<file path="src/rtl/uart_pkg.sv">
// Shared constants for the memory-mapped UART: register offsets, STATUS bit
// positions, FSM encodings and the divisor floor.
`timescale 1ns/1ps
package uart_pkg;

  // Word offsets inside the 16-byte window (busAddress[3:2]).
  localparam logic [1:0] OFS_TXDATA  = 2'd0;
  localparam logic [1:0] OFS_RXDATA  = 2'd1;
  localparam logic [1:0] OFS_STATUS  = 2'd2;
  localparam logic [1:0] OFS_DIVISOR = 2'd3;

  // STATUS register bit positions.
  localparam int STAT_TX_FULL      = 0;
  localparam int STAT_TX_IDLE      = 1;
  localparam int STAT_RX_VALID     = 2;
  localparam int STAT_RX_OVERRUN   = 3;
  localparam int STAT_TX_OVERFLOW  = 4;
  localparam int STAT_RX_FRAME_ERR = 5;

  // Transmit FSM encoding.
  localparam logic [1:0] TX_IDLE  = 2'd0;
  localparam logic [1:0] TX_START = 2'd1;
  localparam logic [1:0] TX_DATA  = 2'd2;
  localparam logic [1:0] TX_STOP  = 2'd3;

  // Receive FSM encoding.
  localparam logic [1:0] RX_IDLE  = 2'd0;
  localparam logic [1:0] RX_START = 2'd1;
  localparam logic [1:0] RX_DATA  = 2'd2;
  localparam logic [1:0] RX_STOP  = 2'd3;

  // Smallest usable bit period; the receiver needs divisor/2 >= 1.
  localparam logic [15:0] MIN_DIVISOR = 16'd2;

  // Clamp the programmed divisor to the usable range.
  function automatic logic [15:0] effDivisor(input logic [15:0] raw);
    return (raw < MIN_DIVISOR) ? MIN_DIVISOR : raw;
  endfunction

endpackage

</file>
<file path="src/rtl/uart_fifo.sv">
// Synchronous show-ahead FIFO. rdata always presents the oldest entry; a push
// while full or a pop while empty is ignored. Fullness is judged on the
// current occupancy, so a same-cycle pop does not make room for a push.
`timescale 1ns/1ps
module uart_fifo #(
  parameter int WIDTH = 8,
  parameter int DEPTH = 8
) (
  input  logic             clk,
  input  logic             reset,
  input  logic             push,
  input  logic             pop,
  input  logic [WIDTH-1:0] wdata,
  output logic             full,
  output logic             empty,
  output logic [WIDTH-1:0] rdata
);

  localparam int AW = $clog2(DEPTH);

  // One extra pointer bit distinguishes full from empty when the indices match.
  logic [AW:0]      wrPtr;
  logic [AW:0]      rdPtr;
  logic [WIDTH-1:0] mem [DEPTH];

  logic doPush;
  logic doPop;

  assign empty  = (wrPtr == rdPtr);
  assign full   = (wrPtr[AW] != rdPtr[AW]) && (wrPtr[AW-1:0] == rdPtr[AW-1:0]);
  assign doPush = push && !full;
  assign doPop  = pop && !empty;
  assign rdata  = mem[rdPtr[AW-1:0]];

  // Pointer update; wraps naturally modulo DEPTH.
  always_ff @(posedge clk) begin
    if (!reset) begin
      wrPtr <= '0;
      rdPtr <= '0;
    end else begin
      if (doPush) wrPtr <= wrPtr + 1'b1;
      if (doPop)  rdPtr <= rdPtr + 1'b1;
    end
  end

  // Storage write.
  // NOTE: the array has no reset; pointers alone define validity, and leaving
  // it out lets the storage map onto plain RAM cells.
  always_ff @(posedge clk) begin
    if (doPush) mem[wrPtr[AW-1:0]] <= wdata;
  end

endmodule

</file>
<file path="src/rtl/bus_uart.sv">
// Memory-mapped 8N1 UART slave: register decode, TX FIFO + serializer,
// RX synchronizer + deserializer with a one-byte holding register and
// write-1-to-clear sticky status.
`timescale 1ns/1ps
module bus_uart
  import uart_pkg::*;
#(
  parameter logic [31:0] BASE_ADDR    = 32'h0000_F000,
  parameter logic [15:0] CLKS_PER_BIT = 16'd868,
  parameter int          TX_DEPTH     = 8
) (
  input  logic        clk,
  input  logic        reset,
  input  logic [31:0] busAddress,
  input  logic [31:0] busDataIn,
  input  logic        busWriteEnable,
  output logic [31:0] busDataOut,
  output logic        selected,
  output logic        txd,
  input  logic        rxd
);

  // ---------------------------------------------------------------- decode
  logic [1:0] offset;
  logic       writeStrobe;
  logic       txPush;
  logic       statusWrite;
  logic       divisorWrite;
  logic       unusedBits;

  assign selected     = (busAddress[31:4] == BASE_ADDR[31:4]);
  assign offset       = busAddress[3:2];
  assign writeStrobe  = selected && busWriteEnable;
  assign txPush       = writeStrobe && (offset == OFS_TXDATA);
  assign statusWrite  = writeStrobe && (offset == OFS_STATUS);
  assign divisorWrite = writeStrobe && (offset == OFS_DIVISOR);
  assign unusedBits   = ^{busAddress[1:0], busDataIn[31:16]};

  // ---------------------------------------------------------------- divisor
  logic [15:0] divisor;

  // Raw DIVISOR register; clamping happens where a frame latches it.
  always_ff @(posedge clk) begin
    if (!reset)            divisor <= CLKS_PER_BIT;
    else if (divisorWrite) divisor <= busDataIn[15:0];
  end

  // ---------------------------------------------------------------- TX FIFO
  logic       fifoFull;
  logic       fifoEmpty;
  logic [7:0] fifoRdata;
  logic       txPop;

  uart_fifo #(
    .WIDTH (8),
    .DEPTH (TX_DEPTH)
  ) txFifo (
    .clk   (clk),
    .reset (reset),
    .push  (txPush),
    .pop   (txPop),
    .wdata (busDataIn[7:0]),
    .full  (fifoFull),
    .empty (fifoEmpty),
    .rdata (fifoRdata)
  );

  // ---------------------------------------------------------------- TX FSM
  logic [1:0]  txState;
  logic [15:0] txCnt;
  logic [15:0] txDiv;
  logic [7:0]  txShift;
  logic [2:0]  txBit;
  logic        txLast;
  logic        txIdle;

  assign txLast = (txCnt == txDiv - 16'd1);
  // Pop from IDLE, or on the final STOP cycle so frames run back-to-back.
  assign txPop  = !fifoEmpty &&
                  ((txState == TX_IDLE) || ((txState == TX_STOP) && txLast));
  assign txIdle = fifoEmpty && (txState == TX_IDLE);

  // Serializer: txd is registered so every bit lasts exactly txDiv clocks.
  // NOTE: all state here uses non-blocking assignments so every register
  // samples pre-edge values, regardless of statement order.
  always_ff @(posedge clk) begin
    if (!reset) begin
      txState <= TX_IDLE;
      txCnt   <= '0;
      txDiv   <= MIN_DIVISOR;
      txShift <= '0;
      txBit   <= '0;
      txd     <= 1'b1;
    end else begin
      case (txState)
        TX_IDLE: begin
          if (txPop) begin
            txState <= TX_START;
            txShift <= fifoRdata;
            txDiv   <= effDivisor(divisor);
            txCnt   <= '0;
            txd     <= 1'b0;
          end
        end
        TX_START: begin
          if (txLast) begin
            txState <= TX_DATA;
            txCnt   <= '0;
            txBit   <= '0;
            txd     <= txShift[0];
            txShift <= txShift >> 1;
          end else begin
            txCnt <= txCnt + 16'd1;
          end
        end
        TX_DATA: begin
          if (txLast) begin
            txCnt <= '0;
            if (txBit == 3'd7) begin
              txState <= TX_STOP;
              txd     <= 1'b1;
            end else begin
              txBit   <= txBit + 3'd1;
              txd     <= txShift[0];
              txShift <= txShift >> 1;
            end
          end else begin
            txCnt <= txCnt + 16'd1;
          end
        end
        TX_STOP: begin
          if (txLast) begin
            txCnt <= '0;
            if (txPop) begin
              txState <= TX_START;
              txShift <= fifoRdata;
              txDiv   <= effDivisor(divisor);
              txd     <= 1'b0;
            end else begin
              txState <= TX_IDLE;
            end
          end else begin
            txCnt <= txCnt + 16'd1;
          end
        end
        default: txState <= TX_IDLE;
      endcase
    end
  end

  // ---------------------------------------------------------------- RX path
  logic        rxSync1;
  logic        rxSync2;
  logic        rxPrev;
  logic [1:0]  rxState;
  logic [15:0] rxCnt;
  logic [15:0] rxDiv;
  logic [7:0]  rxShift;
  logic [2:0]  rxBit;
  logic [7:0]  rxByte;
  logic        rxStopSample;
  logic        rxGoodStop;
  logic        rxBadStop;

  assign rxStopSample = (rxState == RX_STOP) && (rxCnt == rxDiv - 16'd1);
  assign rxGoodStop   = rxStopSample && rxSync2;
  assign rxBadStop    = rxStopSample && !rxSync2;

  // Synchronizer plus deserializer; samples land at mid-bit.
  always_ff @(posedge clk) begin
    if (!reset) begin
      rxSync1 <= 1'b1;
      rxSync2 <= 1'b1;
      rxPrev  <= 1'b1;
      rxState <= RX_IDLE;
      rxCnt   <= '0;
      rxDiv   <= MIN_DIVISOR;
      rxShift <= '0;
      rxBit   <= '0;
      rxByte  <= '0;
    end else begin
      rxSync1 <= rxd;
      rxSync2 <= rxSync1;
      rxPrev  <= rxSync2;
      case (rxState)
        RX_IDLE: begin
          if (rxPrev && !rxSync2) begin
            rxState <= RX_START;
            rxCnt   <= '0;
            rxDiv   <= effDivisor(divisor);
          end
        end
        RX_START: begin
          if (rxCnt == (rxDiv >> 1) - 16'd1) begin
            rxCnt   <= '0;
            rxBit   <= '0;
            // Still low at half a bit: genuine start; otherwise a glitch.
            rxState <= rxSync2 ? RX_IDLE : RX_DATA;
          end else begin
            rxCnt <= rxCnt + 16'd1;
          end
        end
        RX_DATA: begin
          if (rxCnt == rxDiv - 16'd1) begin
            rxCnt   <= '0;
            rxShift <= {rxSync2, rxShift[7:1]};
            if (rxBit == 3'd7) rxState <= RX_STOP;
            else               rxBit   <= rxBit + 3'd1;
          end else begin
            rxCnt <= rxCnt + 16'd1;
          end
        end
        RX_STOP: begin
          if (rxStopSample) begin
            rxCnt   <= '0;
            rxState <= RX_IDLE;
            if (rxGoodStop) rxByte <= rxShift;
          end else begin
            rxCnt <= rxCnt + 16'd1;
          end
        end
        default: rxState <= RX_IDLE;
      endcase
    end
  end

  // ---------------------------------------------------------------- status
  logic rxValid;
  logic rxOverrun;
  logic txOverflow;
  logic rxFrameErr;
  logic [5:0] clearMask;

  assign clearMask = statusWrite ? busDataIn[5:0] : 6'd0;

  // Sticky bits: a hardware set in the same cycle beats a write-1-to-clear.
  always_ff @(posedge clk) begin
    if (!reset) begin
      rxValid    <= 1'b0;
      rxOverrun  <= 1'b0;
      txOverflow <= 1'b0;
      rxFrameErr <= 1'b0;
    end else begin
      rxValid    <= rxGoodStop | (rxValid & ~clearMask[STAT_RX_VALID]);
      rxOverrun  <= (rxGoodStop & rxValid) |
                    (rxOverrun & ~clearMask[STAT_RX_OVERRUN]);
      txOverflow <= (txPush & fifoFull) |
                    (txOverflow & ~clearMask[STAT_TX_OVERFLOW]);
      rxFrameErr <= rxBadStop | (rxFrameErr & ~clearMask[STAT_RX_FRAME_ERR]);
    end
  end

  // ---------------------------------------------------------------- readback
  logic [5:0] statusWord;

  always_comb begin
    statusWord                    = '0;
    statusWord[STAT_TX_FULL]      = fifoFull;
    statusWord[STAT_TX_IDLE]      = txIdle;
    statusWord[STAT_RX_VALID]     = rxValid;
    statusWord[STAT_RX_OVERRUN]   = rxOverrun;
    statusWord[STAT_TX_OVERFLOW]  = txOverflow;
    statusWord[STAT_RX_FRAME_ERR] = rxFrameErr;
  end

  // Same-cycle read mux; no side effects.
  // NOTE: the default assignment up front keeps every path driven, so no
  // latch is inferred for offsets or an unselected bus.
  always_comb begin
    busDataOut = 32'd0;
    if (selected) begin
      case (offset)
        OFS_RXDATA:  busDataOut = {24'd0, rxByte};
        OFS_STATUS:  busDataOut = {26'd0, statusWord};
        OFS_DIVISOR: busDataOut = {16'd0, divisor};
        default:     busDataOut = 32'd0;
      endcase
    end
  end

endmodule

</file>
<file path="config.mk">
export PLATFORM = sky130hd
export DESIGN_NAME = bus_uart
export DESIGN_NICKNAME = d
export VERILOG_FILES = /design/src/rtl/uart_pkg.sv /design/src/rtl/uart_fifo.sv /design/src/rtl/bus_uart.sv
export SDC_FILE = /design/constraint.sdc
export NUM_CORES = 1
export LEC_CHECK = 0
export CAP_MARGIN = 15
export CORE_ASPECT_RATIO = 0.8
export CORE_UTILIZATION = 55
export DETAILED_ROUTE_END_ITERATION = 16
export GPL_TIMING_DRIVEN = 1
export PLACE_DENSITY = 0.77
export SYNTH_ARGS = -nofsm -noshare
export SYNTH_HDL_FRONTEND = slang
export SYNTH_HIERARCHICAL = 1
export SYNTH_SLANG_ARGS = --single-unit
</file>
<file path="constraint.sdc">
create_clock -name clk -period 8.15 [get_ports clk]
set_input_delay 2.445 -clock clk [delete_from_list [all_inputs] [get_ports clk]]
set_output_delay 2.445 -clock clk [all_outputs]
set_load 0.02 [all_outputs]
</file>
==> Yosys cells after proc, flatten, opt, wreduce, memory -nomap -nowiden <==
Memories as Yosys holds them, arrays and structs flattened. A register that Yosys moved wholly into a read port is not among the register bits.
Index checks and enable logic that the tools add are counted.
{ "classes": {"n_lt_le_gt_ge": 1, "n_bitwise": 14, "n_eq_ne": 30, "addsub": 9, "n_reduce_logical": 35, "n_mux": 53} }
{ "op_table": {"columns": ["operator", "n"], "rows": [
  ["two-way mux 16 bit", 10],
  ["case mux 16 bit (2 select lines)", 2],
  ["case mux 16 bit (4 select lines)", 1],
  ["equality test 16 bit", 3],
  ["case mux 16 bit (3 select lines)", 1],
  ["two-way mux 8 bit", 5],
  ["adder 16 x 1 -> 16 bit, second input constant", 2],
  ["case mux 8 bit (4 select lines)", 1],
  ["subtractor 16 x 1 -> 16 bit, second input constant", 2],
  ["equality test 28 x 12 -> 1 bit, second input constant", 1],
  ["two-way mux 3 bit", 8],
  ["two-way mux 2 bit", 11],
  ["!= test 2 bit, second input constant", 11],
  ["< comparator 16 x 2 -> 1 bit, second input constant", 1],
  ["case mux 2 bit (4 select lines)", 2],
  ["subtractor 15 x 1 -> 16 bit, second input constant", 1],
  ["logical AND 1 bit", 14],
  ["equality test 2 bit, second input constant", 6],
  ["case mux 3 bit (2 select lines)", 2],
  ["AND reduction 4 bit", 3],
  ["AND reduction 5 bit", 2],
  ["adder 4 x 1 -> 4 bit, second input constant", 2],
  ["two-way mux 1 bit", 8],
  ["adder 3 x 1 -> 3 bit, second input constant", 2],
  ["other kinds (18)", 41]
]} }
{ "word_totals": {"regBits": 130, "inputBits": 68, "elab_cells": 165, "mem_count": 1, "output_inout_bits": 34, "ram_bits": 64} }
{ "memory_table": {"columns": ["memory", "words", "word_bits", "read_ports", "rd_ports_with_merged_regs", "write_ports", "line", "text"], "rows": [
  ["txFifo.mem", 8, 8, 1, 1, 1, "uart_fifo.sv:24", "logic [WIDTH-1:0] mem [DEPTH];"]
]} }

==> Depth between registers and ports, before layout <==
Gate-level depths: netlist of run 1.
{ "logic_depth": {"ltp_word": 8, "ltp_mapped": 14, "mapped_depth_nobuf": 12} }

==> Hierarchy <==
Netlist of run 1, hierarchy kept.
{ "modules_own_cells": {"columns": ["mod", "cells_each", "area_each_um2", "instances", "seq_area_each_um2"], "rows": [
  ["bus_uart", 984, 7608.5, 1, 2442.3],
  ["uart_fifo", 176, 3240.6, 1, 2142.1]
]} }

==> Worst setup path before layout of run 1 <==
Ideal clock, no wire load.
{ "synth_path": {"path_type": "input -> output", "from": "input port busAddress[5]", "to": "output port busDataOut[15]", "setup_slack_ns": 1.145, "path_stages": 8, "arrival_time_ns": 4.560, "path_buffers": 2, "required_time_ns": 5.705, "path_cell_list": "nor4_1 -> nand2_1 -> or4_1 -> clkbuf_1 -> or2_2 -> nor2_1 -> clkbuf_1 -> and2_1"} }
{ "synth_via": {"elab_chain_cells": 2} }
{ "synth_lines": {"columns": ["item", "line", "text"], "rows": [
  ["from (decl)", "bus_uart.sv:14", "input logic [31:0] busAddress,"],
  ["equality test 28 x 12 -> 1 bit", "bus_uart.sv:31", "assign selected = (busAddress[31:4] == BASE_ADDR[31:4]);"],
  ["two-way mux 16 bit", "bus_uart.sv:271", "if (selected) begin"],
  ["to (decl)", "bus_uart.sv:17", "output logic [31:0] busDataOut,"]
]} }
Every way passes these cells.

==> Final worst setup path of run 1 <==
{ "layout_path": {"from": "input port busAddress[7]", "to": "output port busDataOut[12]"} }
The elaborated chain is that of the path after synthesis.

==> results of run 1 <==
## cell families (layout without fill, tap and decap cells)
family / count (synthesis) / in the layout
flip-flops: 197 / 197
AND/OR/NAND/NOR: 481 / 481
AO/OA/AOI/OAI: 205 / 205
other: 1 / 16
multiplexers: 74 / 74
buffers and inverters: 120 / 136
XOR/XNOR: 66 / 66
adder cells (fa/ha/maj): 16 / 16
## report_power, final
part | internal, uW | switching (uW)
logic | 126 | 213
clock network | 423 | 435
registers | 1040 | 22.5
total | 1590 | 671
## stage by stage
step / hold WS (ns) / cells / utilization
6_report: 0.415 / 1449 / 0.635
2_1_floorplan: 0.386 / 1175 / -
3_5_place_dp: 0.396 / 1417 / 0.603
5_1_grt: 0.456 / 1449 / 0.635
3_3_place_gp: 0.392 / 1417 / 0.603
4_1_cts: 0.417 / 1449 / 0.635
## state kept, by name (all words and copies together) (netlist names), 2 cells and up, named ones only
register	count
rxDiv	16
txFifo/wrPtr	4
txCnt	16
rxByte	8
rxShift	8
txFifo/rdPtr	4
txFifo/mem	64
txState	2
txBit	3
rxCnt	16
txDiv	16
txShift	8
rxBit	3
divisor	16
## synth_stat cells, types with 5 or more instances
library cell | instances | area (um^2)
o211ai_1 | 8 | 60.1
clkbuf_1 | 59 | 221
xnor2_1 | 46 | 403
or3_1 | 5 | 31.3
mux4_2 | 11 | 248
nor2b_1 | 12 | 75.1
o31ai_1 | 6 | 45.0
mux2_2 | 9 | 101
nor4_1 | 22 | 138
nor2_1 | 63 | 236
nand3_1 | 59 | 295
o21ai_0 | 36 | 180
nor3_1 | 21 | 105
a21oi_1 | 65 | 325
buf_1 | 10 | 37.5
ha_1 | 16 | 200
dfxtp_1 | 133 | 2660
a41oi_1 | 5 | 43.8
buf_4 | 17 | 128
or4_1 | 7 | 52.6
nor4b_1 | 10 | 87.6
mux2i_1 | 49 | 490
a211oi_1 | 15 | 113
and2_1 | 23 | 144
or2_2 | 5 | 31.3
xor2_1 | 18 | 158
nand4_1 | 17 | 106
edfxtp_1 | 64 | 1920
nand4b_1 | 5 | 43.8
nor3b_1 | 5 | 37.5
a31oi_1 | 8 | 50.1
nor4_2 | 5 | 62.6
o21a_1 | 7 | 52.6
and3_1 | 16 | 100
inv_1 | 24 | 90.1
buf_2 | 5 | 25.0
mux4_1 | 5 | 131
nand2_1 | 170 | 638
nand2b_1 | 15 | 93.8
o221ai_1 | 10 | 87.6
## area by class of cell
type | count | area (um^2) | area share
tap | 258 | 323 | 0.0266
clock inverter | 14 | 168 | 0.0138
timing repair buffer | 80 | 766 | 0.0630
sequential | 197 | 4580 | 0.377
multi-input combinational | 858 | 5780 | 0.476
clock buffer | 18 | 439 | 0.0362
inverter | 24 | 90.1 | 0.00742
## layer usage
metal  vias up  track usage  wire, um
li1       4231            -         -
met1      4201        0.372     12100
met2       345        0.411     11500
met3        30       0.0419      1830
met4         0       0.0713       347
met5         -            0         0
## how the worst min path moves through the flow
| stage | from | endpoint | slack, ns |
|---|---|---|---|
| floorplan | rxSync1 | rxSync2 | 0.39 |
| global placement | rxSync1 | rxSync2 | 0.39 |
| detailed placement | rxSync1 | rxSync2 | 0.40 |
| CTS | rxSync1 | rxSync2 | 0.42 |
| global route | rxSync1 | rxSync2 | 0.46 |
| finish | rxSync1 | rxSync2 | 0.41 |
## critical path, cell delays in order
cell             delay [ns]
clkdlybuf4s50_1        0.40
nor4_1                 0.28
nand2_1                0.08
or4_1                  0.55
or2_2                  0.33
nor2_2                 0.09
buf_4                  0.29
and2_1                 0.19
clkdlybuf4s50_1        0.60
==> flow_metrics.env, run 1 <==
export IMPL_final_cell_area_um2=12100
export IMPL_finalSetupTns_ns=0
export IMPL_cts_max_path_buffers=2
export IMPL_synth_fa_ha_area_frac=0.0185
export IMPL_die_area_um2=20300
export IMPL_synth_compound_area_share=0.130
export IMPL_synth_edff_count=64
export IMPL_yosysSeqAreaShare=0.423
export IMPL_cts_tree="built"
export IMPL_rrSetupSlack_ns=4.44
export IMPL_async_reset_ff_frac=0
export IMPL_drive_gt1_frac=0.0848
export IMPL_ant_nets=0
export IMPL_fillers=1542
export IMPL_period_needed_ns=7.71
export IMPL_overflow=0
export IMPL_hold_path_depth=1
export IMPL_cts_buffers=17
export IMPL_rr_worst_depth=11
export IMPL_grt_pass1_vias=8044
export IMPL_wl_mm=25.8
export IMPL_required_ns=5.71
export IMPL_cp_startpoint="busAddress[7]"
export IMPL_grt_pass1_wl_mm=41.8
export IMPL_path_clk_slew_ns=0.09
export IMPL_syn_area_um2=10800
export IMPL_area_delta_synth_final_pct=12.0
export IMPL_hold_viol_final=0
export IMPL_die_height_um=128
export IMPL_synth_simple_gate_area_frac=0.232
export IMPL_antenna_cells=0
export IMPL_drv_slew=0
export IMPL_relSlewSlack=0.231
export IMPL_hpwl_mm=18.1
export IMPL_cts_setup_buffers=0
export IMPL_r2r_end="rxCnt[3]"
export IMPL_critPathKind="in2out"
export IMPL_yosysUniqueCellTypes=84
export IMPL_yosysWarnings=6
export IMPL_start_kind="input port"
export IMPL_cts_hold_buf=0
export IMPL_p_leak_uw=0.00427
export IMPL_ios=102
export IMPL_synthMuxAreaShare=0.0895
export IMPL_status="finished clean"
export IMPL_post_layout_total_power_uw=2260
export IMPL_rsz0062_at_grt="false"
export IMPL_p_per_area_nw_per_um2=186
export IMPL_layout_commonest_cell="nand2_1"
export IMPL_grt_max_degree=101
export IMPL_cts_sinks=197
export IMPL_drt_pass1_iter_count=6
export IMPL_fin_nets=1262
export IMPL_critPathCapture="busDataOut[12]"
export IMPL_synth_top_family_by_area="simple AND/OR/NAND/NOR gates"
export IMPL_wl_per_cell_um=17.8
export IMPL_start_util=0.567
export IMPL_cp_data_arrival_time_ns=5.27
export IMPL_vdd_ir_drop_max_mv=0.144
export IMPL_crit_fanout=25
export IMPL_synthFlopType="dfxtp_1"
export IMPL_syn_inst=1160
export IMPL_rows=45
export IMPL_finalCritPeriodShare=0.946
export IMPL_insertion_delay_ns=0.46
export IMPL_htree_levels=4
export IMPL_root_buffer="clkbuf_16"
export IMPL_synth_seq_cells=197
export IMPL_routabilityCongestion=0.913
export IMPL_remaining_drc_errors=0
export IMPL_dieWidth_um=159
export IMPL_skew_ns=0.0161
export IMPL_dp_slack_ns=0.439
export IMPL_viasPerCell=6.08
export IMPL_final_cell_mix="nand2_1, dfxtp_1, clkdlybuf4s50_1, a21oi_1, edfxtp_1"
export IMPL_setup_violations=0
export IMPL_io_buffers=67
export IMPL_via_count=8807
export IMPL_end_kind="output pin"
export IMPL_post_cts_resized=0
export IMPL_syn_avg_cell_area_um2=9.35
export IMPL_core_um2=19100
export IMPL_max_freq_ghz=0.130
export IMPL_place_area_um2=11500
export IMPL_worst_pin_slew_ns=1.15
export IMPL_grtUsageTotal=0.261
export IMPL_hold_class="reg2reg"
export IMPL_synthXorXnorAreaFrac=0.0547
export IMPL_finalWorstSetupSlack_ns=0.438
export IMPL_first_iter_violations=810
export IMPL_cap_violations=0
export IMPL_antenna_found_initial=0
export IMPL_timing_rr_start="rxDiv[2]"
Power figures use the tool's default switching activity.
==> run 2, diff against run 1 <==
- SKIP_CTS_REPAIR_TIMING: unset -> 1
==> results of run 2 <==
No change in the layout: final DEF, timing and power equal those of run 1.
==> run 3, diff against run 2 <==
- SLEW_MARGIN: unset -> 20
==> run 3 against run 2 <==
Sequential power hardly changed. Design area hardly changed. Register-to-register slack better by 0.02 ns. Worst setup slack worse by 0.0050 ns. Total power hardly changed. Flip-flop and latch count stayed put. Clock skew hardly changed. Global-route usage stayed put. Count of clock-buffer cells in the layout stayed put. Largest cell class unchanged.
==> flow_metrics.env, run 3 (same netlist as run 1, synthesis figures left out) <==
export IMPL_status="finished clean"
export IMPL_period_needed_ns=7.72
export IMPL_rrSetupSlack_ns=4.46
export IMPL_required_ns=5.71
export IMPL_cp_data_arrival_time_ns=5.27
export IMPL_drt_pass1_iter_count=6
export IMPL_routabilityCongestion=0.913
export IMPL_slowest_delay_ns=0.60
export IMPL_vdd_ir_drop_max_mv=0.143
export IMPL_grt_pass1_wl_mm=41.8
export IMPL_crit_chain="clkdlybuf4s50_1 > nor4_1 > nand2_1 > or4_1 > or2_2 > nor2_2 > buf_4 > and2_1 > clkdlybuf4s50_1"
export IMPL_drv_slew=0
export IMPL_hold_path_depth=1
export IMPL_dieWidth_um=159
export IMPL_path_depth=9
export IMPL_first_iter_violations=783
export IMPL_worst_pin_slew_ns=1.12
export IMPL_insertion_delay_ns=0.46
export IMPL_layout_commonest_cell="nand2_1"
export IMPL_largest_reg_flops=64
export IMPL_io_buffers=67
export IMPL_core_um2=19100
export IMPL_antenna_cells=0
export IMPL_root_buffer="clkbuf_16"
export IMPL_antenna_found_initial=0
export IMPL_grt_pass1_vias=8044
export IMPL_hold_class="reg2reg"
export IMPL_cp_common_cell="clkdlybuf4s50_1"
export IMPL_cap_violations=0
export IMPL_fin_nets=1262
export IMPL_cp_slowest_cell="clkdlybuf4s50_1"
export IMPL_timing_rr_start="rxDiv[1]"
export IMPL_critPathTopFamily="simple AND/OR/NAND/NOR gates"
export IMPL_multiInputGateArea_um2=5790
export IMPL_grtUsageTotal=0.261
export IMPL_r2r_end="rxCnt[3]"
export IMPL_placed_cells=1417
export IMPL_ios=102
export IMPL_end_kind="output pin"
export IMPL_finalSetupTns_ns=0
export IMPL_die_area_um2=20300
export IMPL_viasPerCell=6.10
export IMPL_hold_start="rxSync1"
export IMPL_relSlewSlack=0.251
export IMPL_ff_latch_area_um2=4590
export IMPL_overflow=0
export IMPL_wl_per_cell_um=17.9
export IMPL_path_clk_slew_ns=0.09
export IMPL_cts_buffers=17
export IMPL_critPathKind="in2out"
export IMPL_via_count=8840
export IMPL_fillers=1545
export IMPL_cts_sinks=197
export IMPL_skew_ns=0.0164
export IMPL_wl_mm=25.9
export IMPL_ant_nets=0
export IMPL_die_height_um=128
export IMPL_cts_max_path_buffers=2
export IMPL_max_freq_ghz=0.130
export IMPL_hold_viol_final=0
export IMPL_hpwl_mm=18.1
export IMPL_rr_worst_depth=11
export IMPL_min_to="rxSync2"
export IMPL_final_cell_mix="nand2_1, dfxtp_1, clkdlybuf4s50_1, a21oi_1, edfxtp_1"
export IMPL_final_core_util=0.635
export IMPL_drive_gt1_frac=0.0856
export IMPL_rsz0062_at_grt="false"
export IMPL_cp_startpoint="busAddress[7]"
export IMPL_crit_fanout=25
export IMPL_cts_tree="built"
export IMPL_start_kind="input port"
export IMPL_finalCritPeriodShare=0.947
export IMPL_rows=45
export IMPL_remaining_drc_errors=0
export IMPL_start_util=0.567
export IMPL_p_per_area_nw_per_um2=186
export IMPL_grt_max_degree=101
export IMPL_p_leak_uw=0.00427
export IMPL_area_delta_synth_final_pct=12.1
export IMPL_setup_violations=0
export IMPL_htree_levels=4
export IMPL_critPathBufInv=3
export IMPL_stdcell_count=1449
run 3: cell counts in the layout (fill, tap and decap cells not counted):
Identical to the previous run, type by type.
run 3: layout make-up:
cell class | instances | share of cell area
Clock buffer | 18 | 0.0361
Timing Repair Buffer | 80 | 0.0630
Multi-Input combinational cell | 858 | 0.476
Inverter | 24 | 0.00741
Sequential cell | 197 | 0.377
Clock inverter | 14 | 0.0138
Tap cell | 258 | 0.0266
run 3: power by group:
| part | internal (uW) | switching, uW | total, uW |
|---|---|---|---|
| clock network | 423 | 434 | 857 |
| registers | 1040 | 22.4 | 1060 |
| logic | 126 | 215 | 341 |
run 3: layer usage:
metal	up-vias	wire, um	GRT usage
li1	4228	-	-
met1	4229	12100	0.372
met2	357	11600	0.411
met3	26	1830	0.0419
met4	0	308	0.0713
met5	-	0	0
run 3: worst reg2reg max path, stage by stage, from the launching register on:
cell      delay [ns]
dfxtp_1         0.37
inv_1           0.10
ha_1            0.28
nor4b_2         0.66
nand3_1         0.19
xnor2_1         0.19
or3_1           0.37
nor4b_1         0.55
a211oi_1        0.16
buf_4           0.21
o21ai_1         0.35
o21ai_0         0.14
run 3: stage by stage:
stage               cell area [um^2]  worst slack, ns  hold WS, ns  total power, uW
finish                         12200            0.433        0.415             2260
global route                   12200            0.285        0.456             2340
CTS                            12100            0.432        0.417             2260
detailed placement             11500            0.439        0.396             1410
global placement               11500            0.484        0.392             1410
floorplan                      10900             1.15        0.386             1330
run 3: how the worst max path moves through the flow:
| stage | end | slack (ns) |
|---|---|---|
| floorplan | busDataOut[15] | 1.15 |
| global placement | busDataOut[11] | 0.48 |
| detailed placement | busDataOut[12] | 0.44 |
| CTS | busDataOut[12] | 0.43 |
| global route | busDataOut[12] | 0.29 |
| finish | busDataOut[12] | 0.43 |
